===== src/rtl/dma_wr_pkg.sv =====
// Shared types and constants for the descriptor-driven AXIS-to-AXI4 write engine.
package dma_wr_pkg;

    typedef enum logic [2:0] {
        S_IDLE,
        S_ADDR,
        S_DATA,
        S_RESP,
        S_DRAIN,
        S_STATUS
    } state_t;

    localparam int unsigned E_BRESP = 0;
    localparam int unsigned E_SHORT = 1;
    localparam int unsigned E_LONG  = 2;
    localparam int unsigned E_ZERO  = 3;

    localparam logic [1:0] BURST_INCR = 2'b01;
    localparam logic [1:0] RESP_OKAY  = 2'b00;

endpackage


===== src/rtl/dma_wr_burst_calc.sv =====
// Beats for the next burst: min of remaining beats, the burst cap and the room left in the 4 KB page.
module dma_wr_burst_calc #(
    parameter int unsigned LEN_W           = 32,
    parameter int unsigned BYTES           = 4,
    parameter int unsigned MAX_BURST_BEATS = 16
) (
    input  logic [11:0]      page_off,
    input  logic [LEN_W-1:0] beats_rem,
    output logic [8:0]       burst
);
    import dma_wr_pkg::*;

    localparam int unsigned SIZE = $clog2(BYTES);

    logic [12:0] page_beats;
    logic [12:0] cap;

    always_comb begin
        page_beats = (13'h1000 - {1'b0, page_off}) >> SIZE;
        cap        = (page_beats < 13'(MAX_BURST_BEATS)) ? page_beats : 13'(MAX_BURST_BEATS);
        burst      = (LEN_W'(cap) < beats_rem) ? 9'(cap) : 9'(beats_rem);
    end

endmodule


===== src/rtl/dma_wr_desc_engine.sv =====
// Descriptor-driven AXIS-to-AXI4 write engine with one-cycle status pulse.
// Optional DMA_WR_STATUS_BYTES_EN adds m_os_bytes (committed byte count).
module dma_wr_desc_engine
    import dma_wr_pkg::*;
#(
    parameter int unsigned AXI_ADDR_WIDTH  = 32,
    parameter int unsigned AXI_DATA_WIDTH  = 32,
    parameter int unsigned AXI_LEN_WIDTH   = 32,
    parameter int unsigned AXI_TAG_WIDTH   = 8,
    parameter int unsigned MAX_BURST_BEATS = 16
) (
    input  logic                        clk,
    input  logic                        rstn,
    input  logic [AXI_ADDR_WIDTH-1:0]   s_desc_addr,
    input  logic [AXI_LEN_WIDTH-1:0]    s_desc_len,
    input  logic [AXI_TAG_WIDTH-1:0]    s_desc_tag,
    input  logic                        s_desc_valid,
    output logic                        s_desc_ready,
    input  logic [AXI_DATA_WIDTH-1:0]   s_axis_tdata,
    input  logic                        s_axis_tvalid,
    input  logic                        s_axis_tlast,
    output logic                        s_axis_tready,
    output logic [AXI_ADDR_WIDTH-1:0]   m_axi_awaddr,
    output logic [7:0]                  m_axi_awlen,
    output logic [2:0]                  m_axi_awsize,
    output logic [1:0]                  m_axi_awburst,
    output logic                        m_axi_awvalid,
    input  logic                        m_axi_awready,
    output logic [AXI_DATA_WIDTH-1:0]   m_axi_wdata,
    output logic [AXI_DATA_WIDTH/8-1:0] m_axi_wstrb,
    output logic                        m_axi_wlast,
    output logic                        m_axi_wvalid,
    input  logic                        m_axi_wready,
    input  logic [1:0]                  m_axi_bresp,
    input  logic                        m_axi_bvalid,
    output logic                        m_axi_bready,
    output logic [AXI_TAG_WIDTH-1:0]    m_os_tag,
    output logic [3:0]                  m_os_error,
`ifdef DMA_WR_STATUS_BYTES_EN
    output logic [AXI_LEN_WIDTH-1:0]    m_os_bytes,
`endif
    output logic                        m_os_valid
);

    localparam int unsigned BYTES = AXI_DATA_WIDTH / 8;
    localparam int unsigned SIZE  = $clog2(BYTES);
    localparam int unsigned AW    = AXI_ADDR_WIDTH;
    localparam int unsigned LW    = AXI_LEN_WIDTH;

    state_t             state_q, state_d;
    logic [AW-1:0]      addr_q;
    logic [AXI_TAG_WIDTH-1:0] tag_q;
    logic [3:0]         err_q;
    logic [SIZE-1:0]    len_mod_q;
    logic [LW-1:0]      beats_rem_q;
    logic [8:0]         burst_q;
    logic [8:0]         burst_len_q;
    logic               short_q;
    logic               tlast_q;
    logic               ready_q, awvalid_q, bready_q, os_valid_q;
    logic [8:0]         burst;
    logic [BYTES-1:0]   strb_all, strb_mask;
    logic               desc_hs, aw_hs, w_hs, b_hs, drain_hs;
    logic               final_burst_beat, final_desc_beat;

    dma_wr_burst_calc #(
        .LEN_W           (LW),
        .BYTES           (BYTES),
        .MAX_BURST_BEATS (MAX_BURST_BEATS)
    ) u_burst_calc (
        .page_off  (addr_q[11:0]),
        .beats_rem (beats_rem_q),
        .burst     (burst)
    );

    assign s_desc_ready  = ready_q;
    assign m_axi_awvalid = awvalid_q;
    assign m_axi_bready  = bready_q;
    assign m_os_valid    = os_valid_q;
    assign m_axi_awaddr  = addr_q;
    assign m_axi_awlen   = awvalid_q ? 8'(burst - 9'd1) : 8'd0;
    assign m_axi_awsize  = 3'(SIZE);
    assign m_axi_awburst = BURST_INCR;
    assign m_os_tag      = os_valid_q ? tag_q : '0;
    assign m_os_error    = os_valid_q ? err_q : 4'd0;

    assign desc_hs  = ready_q && s_desc_valid;
    assign aw_hs    = awvalid_q && m_axi_awready;
    assign w_hs     = m_axi_wvalid && m_axi_wready;
    assign b_hs     = bready_q && m_axi_bvalid;
    assign drain_hs = (state_q == S_DRAIN) && s_axis_tvalid;

    assign final_burst_beat = (burst_q == 9'd1);
    assign final_desc_beat  = final_burst_beat && (beats_rem_q == '0) && !short_q;
    assign strb_all         = '1;
    assign strb_mask        = ~(strb_all << len_mod_q);

    // W channel is a passthrough of the stream; after an early tlast it pads the burst with null beats.
    always_comb begin
        m_axi_wvalid  = 1'b0;
        m_axi_wdata   = '0;
        m_axi_wstrb   = '0;
        m_axi_wlast   = 1'b0;
        s_axis_tready = 1'b0;
        if (state_q == S_DATA) begin
            m_axi_wlast = final_burst_beat;
            if (short_q) begin
                m_axi_wvalid = 1'b1;
            end else begin
                m_axi_wvalid  = s_axis_tvalid;
                s_axis_tready = m_axi_wready;
                m_axi_wdata   = s_axis_tdata;
                m_axi_wstrb   = (final_desc_beat && len_mod_q != '0) ? strb_mask : strb_all;
            end
        end else if (state_q == S_DRAIN) begin
            s_axis_tready = 1'b1;
        end
    end

    always_comb begin
        state_d = state_q;
        case (state_q)
            S_IDLE:   if (desc_hs) state_d = (s_desc_len == '0) ? S_STATUS : S_ADDR;
            S_ADDR:   if (aw_hs) state_d = S_DATA;
            S_DATA:   if (w_hs && final_burst_beat) state_d = S_RESP;
            S_RESP: begin
                if (b_hs) begin
                    if (beats_rem_q != '0 && !short_q) state_d = S_ADDR;
                    else if (!short_q && !tlast_q)     state_d = S_DRAIN;
                    else                               state_d = S_STATUS;
                end
            end
            S_DRAIN:  if (drain_hs && s_axis_tlast) state_d = S_STATUS;
            S_STATUS: state_d = S_IDLE;
            default:  state_d = S_IDLE;
        endcase
    end

    always_ff @(posedge clk or negedge rstn) begin
        if (!rstn) begin
            state_q    <= S_IDLE;
            ready_q    <= 1'b0;
            awvalid_q  <= 1'b0;
            bready_q   <= 1'b0;
            os_valid_q <= 1'b0;
        end else begin
            state_q    <= state_d;
            ready_q    <= (state_d == S_IDLE);
            awvalid_q  <= (state_d == S_ADDR);
            bready_q   <= (state_d == S_RESP);
            os_valid_q <= (state_d == S_STATUS);
        end
    end

    always_ff @(posedge clk or negedge rstn) begin
        if (!rstn) begin
            addr_q      <= '0;
            tag_q       <= '0;
            err_q       <= 4'd0;
            len_mod_q   <= '0;
            beats_rem_q <= '0;
            burst_q     <= 9'd0;
            burst_len_q <= 9'd0;
            short_q     <= 1'b0;
            tlast_q     <= 1'b0;
        end else begin
            case (state_q)
                S_IDLE: if (desc_hs) begin
                    addr_q      <= s_desc_addr & ~AW'(BYTES - 1);
                    tag_q       <= s_desc_tag;
                    len_mod_q   <= s_desc_len[SIZE-1:0];
                    beats_rem_q <= (s_desc_len >> SIZE) + LW'(|s_desc_len[SIZE-1:0]);
                    err_q       <= 4'd0;
                    err_q[E_ZERO] <= (s_desc_len == '0);
                    short_q     <= 1'b0;
                    tlast_q     <= 1'b0;
                end
                S_ADDR: if (aw_hs) begin
                    burst_q     <= burst;
                    burst_len_q <= burst;
                    beats_rem_q <= beats_rem_q - LW'(burst);
                end
                S_DATA: if (w_hs) begin
                    if (burst_q != 9'd0) burst_q <= burst_q - 9'd1;
                    // A tlast before the descriptor's last beat ends the transfer early.
                    if (!short_q && s_axis_tlast && !final_desc_beat) begin
                        short_q        <= 1'b1;
                        err_q[E_SHORT] <= 1'b1;
                    end
                    if (final_desc_beat) tlast_q <= s_axis_tlast;
                end
                S_RESP: if (b_hs) begin
                    if (m_axi_bresp != RESP_OKAY) err_q[E_BRESP] <= 1'b1;
                    if (!tlast_q && beats_rem_q == '0 && !short_q) err_q[E_LONG] <= 1'b1;
                    addr_q <= addr_q + (AW'(burst_len_q) << SIZE);
                end
                default: ;
            endcase
        end
    end

`ifdef DMA_WR_STATUS_BYTES_EN
    logic [LW-1:0] bytes_q;

    // Committed bytes = popcount of strobes on accepted beats; padded beats contribute nothing.
    always_ff @(posedge clk or negedge rstn) begin
        if (!rstn) begin
            bytes_q <= '0;
        end else if (desc_hs) begin
            bytes_q <= '0;
        end else if (state_q == S_DATA && w_hs && !short_q) begin
            bytes_q <= bytes_q + ((final_desc_beat && len_mod_q != '0) ? LW'(len_mod_q) : LW'(BYTES));
        end
    end

    assign m_os_bytes = os_valid_q ? bytes_q : '0;
`endif

endmodule


===== config.mk =====
export PLATFORM = sky130hd
export DESIGN_NAME = dma_wr_desc_engine
export DESIGN_NICKNAME = d
export VERILOG_FILES = /design/src/rtl/dma_wr_pkg.sv /design/src/rtl/dma_wr_burst_calc.sv /design/src/rtl/dma_wr_desc_engine.sv
export SDC_FILE = /design/constraint.sdc
export NUM_CORES = 1
export LEC_CHECK = 0
export CAP_MARGIN = 20
export CORE_MARGIN = 3
export CORE_UTILIZATION = 45
export DETAILED_ROUTE_END_ITERATION = 10
export PLACE_DENSITY = 0.78
export REMOVE_ABC_BUFFERS = 1
export SLEW_MARGIN = 20
export SYNTH_ARGS = -nofsm -noshare
export SYNTH_HDL_FRONTEND = slang
export SYNTH_HIERARCHICAL = 1
export SYNTH_SLANG_ARGS = --single-unit

===== constraint.sdc =====
create_clock -name clk -period 4.2 [get_ports clk]
set_input_delay 0.42 -clock clk [delete_from_list [all_inputs] [get_ports clk]]
set_output_delay 0.42 -clock clk [all_outputs]
set_load 0.02 [all_outputs]

Yosys cells after proc, flatten, opt, wreduce, memory -nomap -nowiden
Index checks and enable logic that the tools add are counted.
- bits of input ports: 114
- register bits: 105
- logic and storage cells: 135
- $lt $le $gt $ge: 2
- bitwise operators: 1
- muxes and demuxes: 50
- equal/unequal tests: 17
- $add $sub $neg: 6
- shift operators: 1
- reduce and logical (&&, ||, !) cells: 41
- operator list (cell ; count):
    $mux 32 ; 6
    $pmux 32 s2 ; 2
    $logic_not 32->1 ; 2
    $mux 9 ; 4
    $add 32x11->32 ; 1
    $lt 13x32->1 ; 1
    $reduce_bool 32->1 ; 1
    $sub 32x9->32 ; 1
    $add 30x1->31 ; 1
    $mux 3 ; 8
    $reduce_and 4->1 ; 5
    $pmux 9 s2 ; 1
    $logic_and 1x1->1 ; 16
    $mux 1 ; 16
    $mux 4 ; 4
    $mux 8 ; 2
    $pmux 3 s5 ; 1
    $ne 2x2->1 const B ; 7
    $sub 13x12->13 const A ; 1
    $reduce_bool 2->1 ; 6
    $lt 11x5->1 const B ; 1
    $mux 11 ; 1
    $pmux 1 s2 ; 5
    $eq 3x2->1 const B ; 3
    14 further kinds ; 22

Depth between registers and ports, before layout
- depth after elaboration: 8
- depth in mapped cells: 19
- depth with buffers taken out: 19

Modules after synthesis
Netlist, hierarchy kept.
- by module, submodules not included (module ; cells an instance ; area an instance (um^2) ; instances):
    dma_wr_desc_engine ; 913 ; 7418.4 ; 1
    dma_wr_burst_calc ; 77 ; 535.5 ; 1

Least setup slack after synthesis
OpenSTA, ideal clock, no wires.
- path type: register -> register
- start: reg addr_q[2] (netlist: m_axi_awaddr[2])
- end: reg beats_rem_q[29]
- stages on the path, launching flop included: 20
- required time: 4052 ps
- setup slack: -340 ps
- arrival time: 4391 ps
- clock period less this slack: 4540 ps
- path buffers: 1
- cells stage by stage: dfrtp_1 -> or3_4 -> or3_4 -> o21ai_4 -> a21oi_2 -> ha_1 -> o211ai_1 -> a21oi_1 -> a211oi_4 -> a211o_2 -> a22o_1 -> inv_1 -> ha_1 -> nor2b_1 -> o31a_1 -> o21ai_0 -> nand3_1 -> clkbuf_1 -> o311ai_0 -> o221ai_1
- longest elaborated chain between the ends: 8
- RTL lines (item ; RTL line ; text):
    start, declared ; dma_wr_desc_engine.sv:51 ; logic [AW-1:0] addr_q;
    start signal, assigned ; dma_wr_desc_engine.sv:169 ; addr_q <= s_desc_addr & ~AW'(BYTES - 1);
    start signal, assigned ; dma_wr_desc_engine.sv:195 ; addr_q <= addr_q + (AW'(burst_len_q) << SIZE);
    $sub 13x12->13 (*) ; dma_wr_burst_calc.sv:19 ; page_beats = (13'h1000 - {1'b0, page_off}) >> SIZE;
    $lt 11x5->1 ; dma_wr_burst_calc.sv:20 ; cap = (page_beats < 13'(MAX_BURST_BEATS)) ? page_beats : 13'(MAX_BURST_BEATS);
    $mux 11 (*) ; dma_wr_burst_calc.sv:20 ;
    $lt 13x32->1 ; dma_wr_burst_calc.sv:21 ; burst = (LEN_W'(cap) < beats_rem) ? 9'(cap) : 9'(beats_rem);
    $mux 9 (*) ; dma_wr_burst_calc.sv:21 ;
    via burst[1] ; dma_wr_desc_engine.sv:61 ; logic [8:0] burst;
    $sub 32x9->32 (*) ; dma_wr_desc_engine.sv:181 ; beats_rem_q <= beats_rem_q - LW'(burst);
    $mux 32 (*) ; dma_wr_desc_engine.sv:178 ; S_ADDR: if (aw_hs) begin
    $pmux 32 s2 (*) ; dma_wr_desc_engine.sv:167 ; case (state_q)
    end signal, assigned ; dma_wr_desc_engine.sv:172 ; beats_rem_q <= (s_desc_len >> SIZE) + LW'(|s_desc_len[SIZE-1:0]);
    end signal, assigned ; dma_wr_desc_engine.sv:181 ;
    end, declared ; dma_wr_desc_engine.sv:55 ; logic [LW-1:0] beats_rem_q;
Mark *: on every way through the listed nets, which the timed path passes. The rest lies on a longest branch. The select of a mux whose other input is x is not followed.
A chain may end at the register's enable or synchronous reset.

Worst setup path in the final report
- start: reg addr_q[2] (netlist: m_axi_awaddr[2])
- end: out m_axi_awlen[7]
- longest elaborated chain between the ends: 7
- RTL lines (item ; RTL line ; text):
    $sub 13x12->13 (*) ; dma_wr_burst_calc.sv:19 ;
    $lt 11x5->1 ; dma_wr_burst_calc.sv:20 ;
    $mux 11 (*) ; dma_wr_burst_calc.sv:20 ;
    $lt 13x32->1 ; dma_wr_burst_calc.sv:21 ;
    $mux 9 (*) ; dma_wr_burst_calc.sv:21 ;
    via burst[3] ; dma_wr_desc_engine.sv:61 ;
    $sub 8x1->8 (*) ; dma_wr_desc_engine.sv:81 ; assign m_axi_awlen = awvalid_q ? 8'(burst - 9'd1) : 8'd0;
    $mux 8 (*) ; dma_wr_desc_engine.sv:81 ;
    end, declared ; dma_wr_desc_engine.sv:24 ; output logic [7:0] m_axi_awlen,
Mark *: on every way through the listed nets, which the timed path passes. The rest lies on a longest branch.

==> flow_summary.json <==
{
  "ir_worst_vdd_uv": 340,
  "worstRegToRegCells": 20,
  "ys_seq_area_share_pct": 32.1,
  "worstPathMaxFanout": 5,
  "start_util_pct": 47.0,
  "powerDensity_mw_per_mm2": 575,
  "clk_latency_ns": 0.36,
  "failed_checks": "setup timing",
  "synth-async-reset-ratio_pct": 100,
  "synth-seq-cells": 102,
  "finalMaxSlewViolations": 0,
  "gp_congestion": 0.919,
  "max-slew-margin-rel_pct": 32.7,
  "p_total_uw": 6630,
  "finalHoldViolCount": 0,
  "synth_warnings": 6,
  "cts_tree": "built",
  "cts-root-buf": "clkbuf_16",
  "io_buffers": 204,
  "grt_pass1_wl_um": 41500,
  "crit_type": "register to primary output",
  "endpoint_kind": "primary output",
  "cts_buffers": 9,
  "antennaDiodeCount": 0,
  "max_slew.worst_pin.slew_ns": 1.01,
  "hp-class": "input port to asynchronous set/reset pin",
  "max-clock-path-buffers": 2,
  "place_area_mm2": 0.0107,
  "clock_skew_ns": 0.00547,
  "synth_cell_types": 87,
  "fin_ws_ns": -0.368,
  "start_kind": "register",
  "crit_path_frequent_cell": "buf_6",
  "vias": 8744,
  "grt_remaining_overflow": 0,
  "area_delta_synth_final_pct": 44.9,
  "report.final.setup_viol": 32,
  "crit_slowest_cell": "dfrtp_1",
  "dieArea_mm2": 0.0193,
  "dp_cells": 1449,
  "die_y_um": 139,
  "final_cell_count_no_fill": 1480,
  "rsz0062_at_grt": "true",
  "grt_antenna_before_repair": 0,
  "status": "complete, but fails checks",
  "regToRegSetupSlack_ns": -0.37,
  "viasPerCell": 5.91,
  "fin_crit_sh_pct": 109,
  "holdBufCountCts": 0,
  "ys.flop_type": "dfrtp_1",
  "finalSetupTns_ns": -6.32,
  "drt_iter0_drc": 786,
  "final_nets": 1405,
  "p_leak_uw": 0.00485,
  "first_pass_iters": 5,
  "drc_errors": 0,
  "rr_endpoint": "beats_rem_q[26]",
  "io_pins": 214,
  "syn_inst": 990,
  "placementRows": 47,
  "grt_usage_pct": 25.7,
  "synth-edff-count": 0,
  "syn_area_mm2": 0.00795,
  "crit_chain": "or3_4 > or3_4 > o21ai_4 > a21oi_2 > ha_4 > o211ai_1 > a21oi_2 > a211oi_4 > a211o_4 > buf_6 > a22o_1 > inv_2 > buf_6 > nand3_4 > nor2_4 > buf_6 > nand4_1 > xnor2_1 > and2_1 > buf_6",
  "clkTransAtPathRegs_ns": 0.07,
  "critPathMaxStageDelay_ns": 0.38,
  "maxCapViolCount": 0,
  "post_drt_wl_per_cell_um": 18.0,
  "grt_max_degree": 41,
  "worst-endpoint-arrival_ns": 4.15,
  "min_period_ns": 4.57,
  "htreeDepth": 3,
  "core_area_mm2": 0.0169,
  "hpwlAfterDp_um": 18800,
  "grt_pass1_vias": 8258,
  "crit_required_ns": 3.78,
  "cp_top_family": "simple AND/OR/NAND/NOR gates",
  "rr_startpoint": "m_axi_awaddr[2]",
  "final_cell_area_mm2": 0.0115,
  "totalWireLength_um": 26700,
  "die_x_um": 139,
  "drive_gt1_share_pct": 17.6,
  "max_freq_mhz": 219,
  "critPathBufInv": 5,
  "cts.sinks": 102,
  "syn_avg_cell_area_um2": 8.03,
  "antenna_left": 0
}
-- registers in the layout (all words and copies together), names as in the netlist --
signal / flops
beats_rem_q: 32
m_axi_awaddr: 30
burst_len_q: 9
burst_q: 9
tag_q: 8
err_q: 4
state_q: 3
len_mod_q: 2
m_axi_awvalid: 1
m_axi_bready: 1
m_os_valid: 1
s_desc_ready: 1
tlast_q: 1
-- worst register-to-register path, delay by kind of cell, from the launching register on --
| kind | cells | cell delay (ns) |
|---|---|---|
| AND/OR/NAND/NOR | 5 | 1.51 |
| buffers and inverters | 3 | 0.31 |
| adder cells (fa/ha/maj) | 2 | 0.64 |
| AO/OA/AOI/OAI | 10 | 1.64 |
| flip-flops | 1 | 0.38 |
-- Yosys cell counts (all sizes together) (9+ instances only) --
cell type | n | area [um2]
ha | 34 | 425
o22ai | 10 | 62.6
and2 | 32 | 201
inv | 40 | 150
and3 | 50 | 318
nand4 | 19 | 125
a211oi | 14 | 118
or2 | 11 | 68.8
and4 | 9 | 81.3
xor2 | 14 | 123
a21oi | 66 | 334
clkbuf | 40 | 150
nand2 | 117 | 439
buf | 14 | 91.3
or3 | 9 | 66.3
dfrtp | 102 | 2550
nor3 | 22 | 110
a311oi | 13 | 114
nor4 | 23 | 159
xnor2 | 30 | 263
nor2 | 84 | 320
o211ai | 9 | 67.6
a31oi | 14 | 87.6
o21ai | 57 | 300
nand3 | 35 | 175
-- worst max path at each step --
| stage | start | endpoint | slack [ns] | cells past startpoint |
|---|---|---|---|---|
| 6_report | m_axi_awaddr[2] | m_axi_awlen[7] | -0.37 | 20 |
| 5_1_grt | m_axi_awaddr[2] | m_axi_awlen[7] | -0.51 | 21 |
| 4_1_cts | m_axi_awaddr[2] | beats_rem_q[26] | -0.22 | 20 |
| 3_5_place_dp | m_axi_awaddr[2] | beats_rem_q[14] | -0.37 | 19 |
| 3_3_place_gp | m_axi_awaddr[2] | beats_rem_q[14] | -0.26 | 19 |
| 2_1_floorplan | m_axi_awaddr[2] | beats_rem_q[31] | -0.40 | 18 |
-- logic make-up after synthesis --
logic type                 count (synthesis)  synth area share (%)
muxes                                      6                 0.787
xor gates and xnor gates                  44                  4.85
and+or+nand+nor                          443                  29.1
adders and majority gates                 36                  5.85
AOI/OAI and AO/OA                        262                  22.3
other                                      3                 0.142
buffers and inverters                     94                  4.92
DFF                                      102                  32.1
-- through the flow --
stage               setup slack (ns)  hold WS, ns  utilization, %
CTS                           -0.219       0.0441            66.8
finish                        -0.368       0.0277            68.0
global route                  -0.515       0.0710            68.0
floorplan                     -0.402        0.124               -
global placement              -0.256        0.428            62.9
detailed placement            -0.366        0.428            62.9
-- per-layer routing --
metal / global-route usage [%] / part of all wire (%)
met1: 34.4 / 43
met4: 7.31 / 1.9
met5: 0 / 0
met2: 43.4 / 48
met3: 3.72 / 6.4
-- what timing repair did --
action | 4_1_cts | 5_1_grt
resized for setup | 100 | 49
pin swaps | 31 | 15
buffers inserted | 11 | 4
setup endpoints to repair | 31 | 37
-- cell usage in the layout, fill, tap and decap left out, types with 10 or more instances in the layout --
master / synthesis / final
buf_6: 1 / 17
a311oi_1: 13 / 10
nand4_1: 18 / 18
xnor2_1: 30 / 27
a211oi_1: 13 / 10
xor2_1: 14 / 14
buf_4: 7 / 80
dfrtp_1: 102 / 102
o22ai_1: 10 / 10
clkdlybuf4s50_1: 0 / 195
ha_4: 0 / 10
ha_1: 34 / 23
nand2_1: 117 / 115
and2_1: 31 / 27
and3_1: 49 / 46
conb_1: 3 / 17
nor3_1: 22 / 15
o21ai_0: 54 / 45
a31oi_1: 14 / 14
nand3_1: 35 / 31
nor2_1: 82 / 79
inv_1: 39 / 31
or2_2: 11 / 10
a21oi_1: 65 / 60
nor4_1: 22 / 22
-- cell type report --
type,count,area (um2)
timing repair buffer,294,2770
sequential,102,2550
inverter,40,153
multi-input combinational,808,5490
fill,1363,5410
clock inverter,6,46.3
tap,220,275
clock buffer,10,229
-- power breakdown --
group | switching, uW | leakage (uW) | internal [uW]
logic | 2120 | 0.00347 | 1810
clock network | 402 | 0.000135 | 408
registers | 504 | 0.00124 | 1390
No activity file was read; power rests on OpenSTA's default activity.
==> RTL change 1 (config.mk and constraints unchanged) <==
Re-encode `state_t` (6 states) as one-hot, 6 bits wide.
--- a/src/rtl/dma_wr_pkg.sv
+++ b/src/rtl/dma_wr_pkg.sv
@@ -1,13 +1,13 @@
 // Shared types and constants for the descriptor-driven AXIS-to-AXI4 write engine.
 package dma_wr_pkg;
 
-    typedef enum logic [2:0] {
-        S_IDLE,
-        S_ADDR,
-        S_DATA,
-        S_RESP,
-        S_DRAIN,
-        S_STATUS
+    typedef enum logic [5:0] {
+        S_IDLE   = 6'b000001,
+        S_ADDR   = 6'b000010,
+        S_DATA   = 6'b000100,
+        S_RESP   = 6'b001000,
+        S_DRAIN  = 6'b010000,
+        S_STATUS = 6'b100000
     } state_t;
 
     localparam int unsigned E_BRESP = 0;
Formal check against the unedited RTL: no difference found for any inputs over 4 cycles, from zero or initial values and one cycle with rstn low; so few cycles prove little.
==> RTL change 1 against the unedited design <==
The flow still finishes with violations (setup timing); critical path type is now reg -> reg; cell area rose by 6.5%; wire length rose by 11%; synthesized area rose by 4.8%; power fell by 3.6%; clock power rose by 4.2%; sequential cell count rose by 3; count of clock-buffer cells in the layout fell by 1; die area rose by 4.6%; combinational power fell by 8.2%; worst setup slack got worse by 0.14 ns.
==> RTL change 1: results (changes against the unedited design) <==
crit_slowest_cell: "or3_4"  # was dfrtp_1
drt-pass1-iter-count: 6  # was 5
multi_input_gates: 849  # was 808
grt_pass1_vias: 8775  # was 8,258
status: "finished with violations"  # unchanged
ys_types: 86  # was 87
fin_tns_setup_ns: -11.88  # was -6.32 ns
n_fill_cell: 1419  # was 1,363
power_switching_mw: 2.94  # was 3.02 mW
grt_start_max_net_pins: 62  # was 41
worstMarginPinSlew_ns: 1.06  # was 1.01 ns
gp_congestion: 0.940  # was 0.919
crit_arrival_ns: 4.96  # was 4.15 ns
viasPerCell: 6.01  # was 5.91
buf_share: 0.242  # was 0.241
drive_above_1_share: 0.188  # was 0.176
setup_ws_ns: -0.510  # was -0.368 ns
regArea_um2: 2630  # was 2550 um^2
placed_area_um2: 11000  # was 10,700 um^2
multi_input_area_share: 0.483  # was 0.477
n_all_buffers: 315  # was 294
r2r_end: "beats_rem_q[19]$_DFFE_PN0P_"  # was beats_rem_q[26]$_DFFE_PN0P_
inv_count: 45  # was 40
via_count: 9369  # was 8,744
synthMuxAreaShare: 0.00961  # was 0.00787
avgSynthCellArea_um2: 8.02  # was 8.03 um^2
max_stage_delay_ns: 0.41  # was 0.38 ns
violations: "setup timing"  # unchanged
layout.nets: 1475  # was 1,405
vdd_drop_max_mv: 0.274  # was 0.340 mV
holdWs_ns: 0.137  # was 0.0277 ns
synth-compound-area-share: 0.229  # was 0.223
finalSetupViolCount: 35  # was 32
ys_seq_area_frac: 0.315  # was 0.321
dieArea_um2: 20200  # was 19,300 um^2
clkCellAreaFrac: 0.0233  # was 0.0239
[RTL change 1: cell count changes after synthesis, sizes merged, moves of 7 or more]
cell | before | now
nand2 | 117 | 124
nor3 | 22 | 45
clkbuf | 40 | 32
and3 | 50 | 11
buf | 14 | 22
and2 | 32 | 65
[RTL change 1: worst max-delay path: cells and delay by family, from the launching register on]
family / cells / cell delay (ns)
buffers and inverters: 3 / 0.41
DFF: 1 / 0.38
AOI/OAI and AO/OA: 11 / 1.93
and+or+nand+nor: 4 / 1.22
adders and majority gates: 2 / 0.64
[RTL change 1: what timing repair did]
action	4_1_cts	5_1_grt
setup endpoints to repair	35	38
resized for setup	118	66
setup buffers	27	10
hold buffers	0	0
cloned	1	0
pin swaps	48	44
[RTL change 1: worst max path at each step]
stage,startpoint,to,slack [ns],depth (start not counted)
finish,m_axi_awaddr[2]$_DFFE_PN0P_,beats_rem_q[19]$_DFFE_PN0P_,-0.51,20
global route,m_axi_awaddr[2]$_DFFE_PN0P_,beats_rem_q[20]$_DFFE_PN0P_,-0.60,21
CTS,m_axi_awaddr[2]$_DFFE_PN0P_,beats_rem_q[20]$_DFFE_PN0P_,-0.22,20
detailed placement,m_axi_awaddr[2]$_DFFE_PN0P_,beats_rem_q[20]$_DFFE_PN0P_,-0.53,20
global placement,m_axi_awaddr[2]$_DFFE_PN0P_,beats_rem_q[20]$_DFFE_PN0P_,-0.29,20
floorplan,m_axi_awaddr[2]$_DFFE_PN0P_,beats_rem_q[20]$_DFFE_PN0P_,-0.67,19
[RTL change 1: metal layers]
metal,vias up,GRT usage,wire (um)
met5,-,0,0
met4,0,0.0894,1280
met3,121,0.0423,2410
met2,513,0.443,13900
met1,4364,0.352,12000
li1,4371,-,-
==> RTL change 2 (same settings) <==
Without the edit above. Build with the macro `DMA_WR_STATUS_BYTES_EN` defined.
--- a/src/rtl/dma_wr_desc_engine.sv
+++ b/src/rtl/dma_wr_desc_engine.sv
@@ -1,5 +1,7 @@
 // Descriptor-driven AXIS-to-AXI4 write engine with one-cycle status pulse.
 // Optional DMA_WR_STATUS_BYTES_EN adds m_os_bytes (committed byte count).
+`define DMA_WR_STATUS_BYTES_EN
+
 module dma_wr_desc_engine
     import dma_wr_pkg::*;
 #(
Check against the original RTL (old outputs only; new: m_os_bytes): equivalent (equiv_simple and equiv_induct, registers matched by name and starting in step).
==> RTL change 2 against the unedited design <==
The run still ends with setup timing left; first-iteration DRC count increased by 37%; wire length up 31%; via count up 24%; cell area rose by 25%; sequential cell count up 32; synthesized cell count up 23%; synthesized area rose by 26%; power shrank 52%; worst setup slack got worse by 0.053 ns; die area rose by 25%.
==> RTL change 2: results (changes against the unedited design) <==
clkCellAreaFrac: 0.0436  # was 0.0239
slew_headroom: 0.356  # was 0.327
dpl.cell_count: 1760  # was 1,449
dpl.hpwl_um: 24900  # was 18,800 um
grt_start_max_net_pins: 55  # was 41
crit_slowest_cell: "o41a_1"  # was dfrtp_1
syn_inst: 1219  # was 990
max_stage_delay_ns: 0.48  # was 0.38 ns
n_fill_cell: 1647  # was 1,363
clkPwrFrac: 0.509  # was 0.122
grt_pass1_wl_um: 53900  # was 41,500 um
wl_per_cell_um: 19.2  # was 18.0 um
synthAdderAreaFrac: 0.0523  # was 0.0585
placed_area_um2: 13100  # was 10,700 um^2
min_path_type: "reg -> reg"  # was in -> async
cts_buffers: 17  # was 9
grt_pass1_vias: 10200  # was 8,258
netlist_top_cells_area: "dfrtp_1 (34%), nor2_1 (4.7%), ha_1 (4.6%), nand2_1 (4.6%), and2_1 (4.1%)"  # was dfrtp_1 (32%), nand2_1 (5.5%), ha_1 (5.3%), a21oi_1 (4.1%), nor2_1 (3.9%)
fin_tns_setup_ns: -5.99  # was -6.32 ns
multi_input_area_share: 0.466  # was 0.477
layout.nets: 1681  # was 1,405
drive_above_1_share: 0.161  # was 0.176
leakage_nw: 6.28  # was 4.85 nW
numPortBuffers: 236  # was 204
core_area_um2: 21400  # was 16,900 um^2
multi_input_gates: 991  # was 808
finalSetupViolCount: 32  # unchanged
place_ws_ns: -0.462  # was -0.366 ns
holdWs_ns: 0.468  # was 0.0277 ns
ys_seq_area_frac: 0.335  # was 0.321
ys_top_cells_by_count: "dfrtp_1 (134), nor2_1 (126), nand2_1 (123), a21oi_1 (76), and2_1 (66)"  # was nand2_1 (117), dfrtp_1 (102), nor2_1 (82), a21oi_1 (65), o21ai_0 (54)
n_clock_buffer: 18  # was 10
seq_cells: 134  # was 102
ys_types: 85  # was 87
dr.first_iter.drc_count: 1073  # was 786
gp_congestion: 0.938  # was 0.919
path_delay_family: "compound AO/OA/AOI/OAI gates"  # was simple AND/OR/NAND/NOR gates
setup_ws_ns: -0.421  # was -0.368 ns
critical_path.endpoint: "beats_rem_q[16]$_DFFE_PN0P_"  # was m_axi_awlen[7]
regArea_um2: 3350  # was 2550 um^2
status: "finished with violations"  # unchanged
cts.htree.levels: 4  # was 3
clk_latency_ns: 0.43  # was 0.36 ns
vdd_drop_max_mv: 0.248  # was 0.340 mV
seq-power_mw: 1.31  # was 1.89 mW
synthXorXnorAreaFrac: 0.0622  # was 0.0485
violations: "setup timing"  # unchanged
num_antenna_cells: 2  # was 0
viasPerCell: 5.96  # was 5.91
p_sw_frac: 0.235  # was 0.456
-- RTL change 2: cell types whose count changed after synthesis, moves of 15 or more --
cell,before,now
dfrtp_1,102,134
xor2_1,14,40
nand3_1,35,57
nor2_1,82,126
and2_1,31,66
nand4_1,18,33
-- RTL change 2: timing repair --
item / CTS / global route
hold endpoints to repair: 52 / 0
hold buffers: 1 / 0
gates cloned: 0 / 0
pin swaps: 46 / 32
setup endpoints to repair: 35 / 40
gates resized for setup: 94 / 51
setup buffers: 12 / 10
-- RTL change 2: routing by layer --
metal,global-route usage,up-vias,part of all wire
li1,-,5038,-
met1,0.364,5151,0.40
met2,0.459,554,0.49
met3,0.0456,92,0.079
met4,0.0908,0,0.031
met5,0,-,0
-- RTL change 2: per-stage QoR --
step / util / total power, mW
after floorplan: - / 1.41
after global placement: 0.611 / 1.58
after detailed placement: 0.611 / 1.58
after CTS: 0.658 / 3.18
after global routing: 0.672 / 3.28
final: 0.672 / 3.18
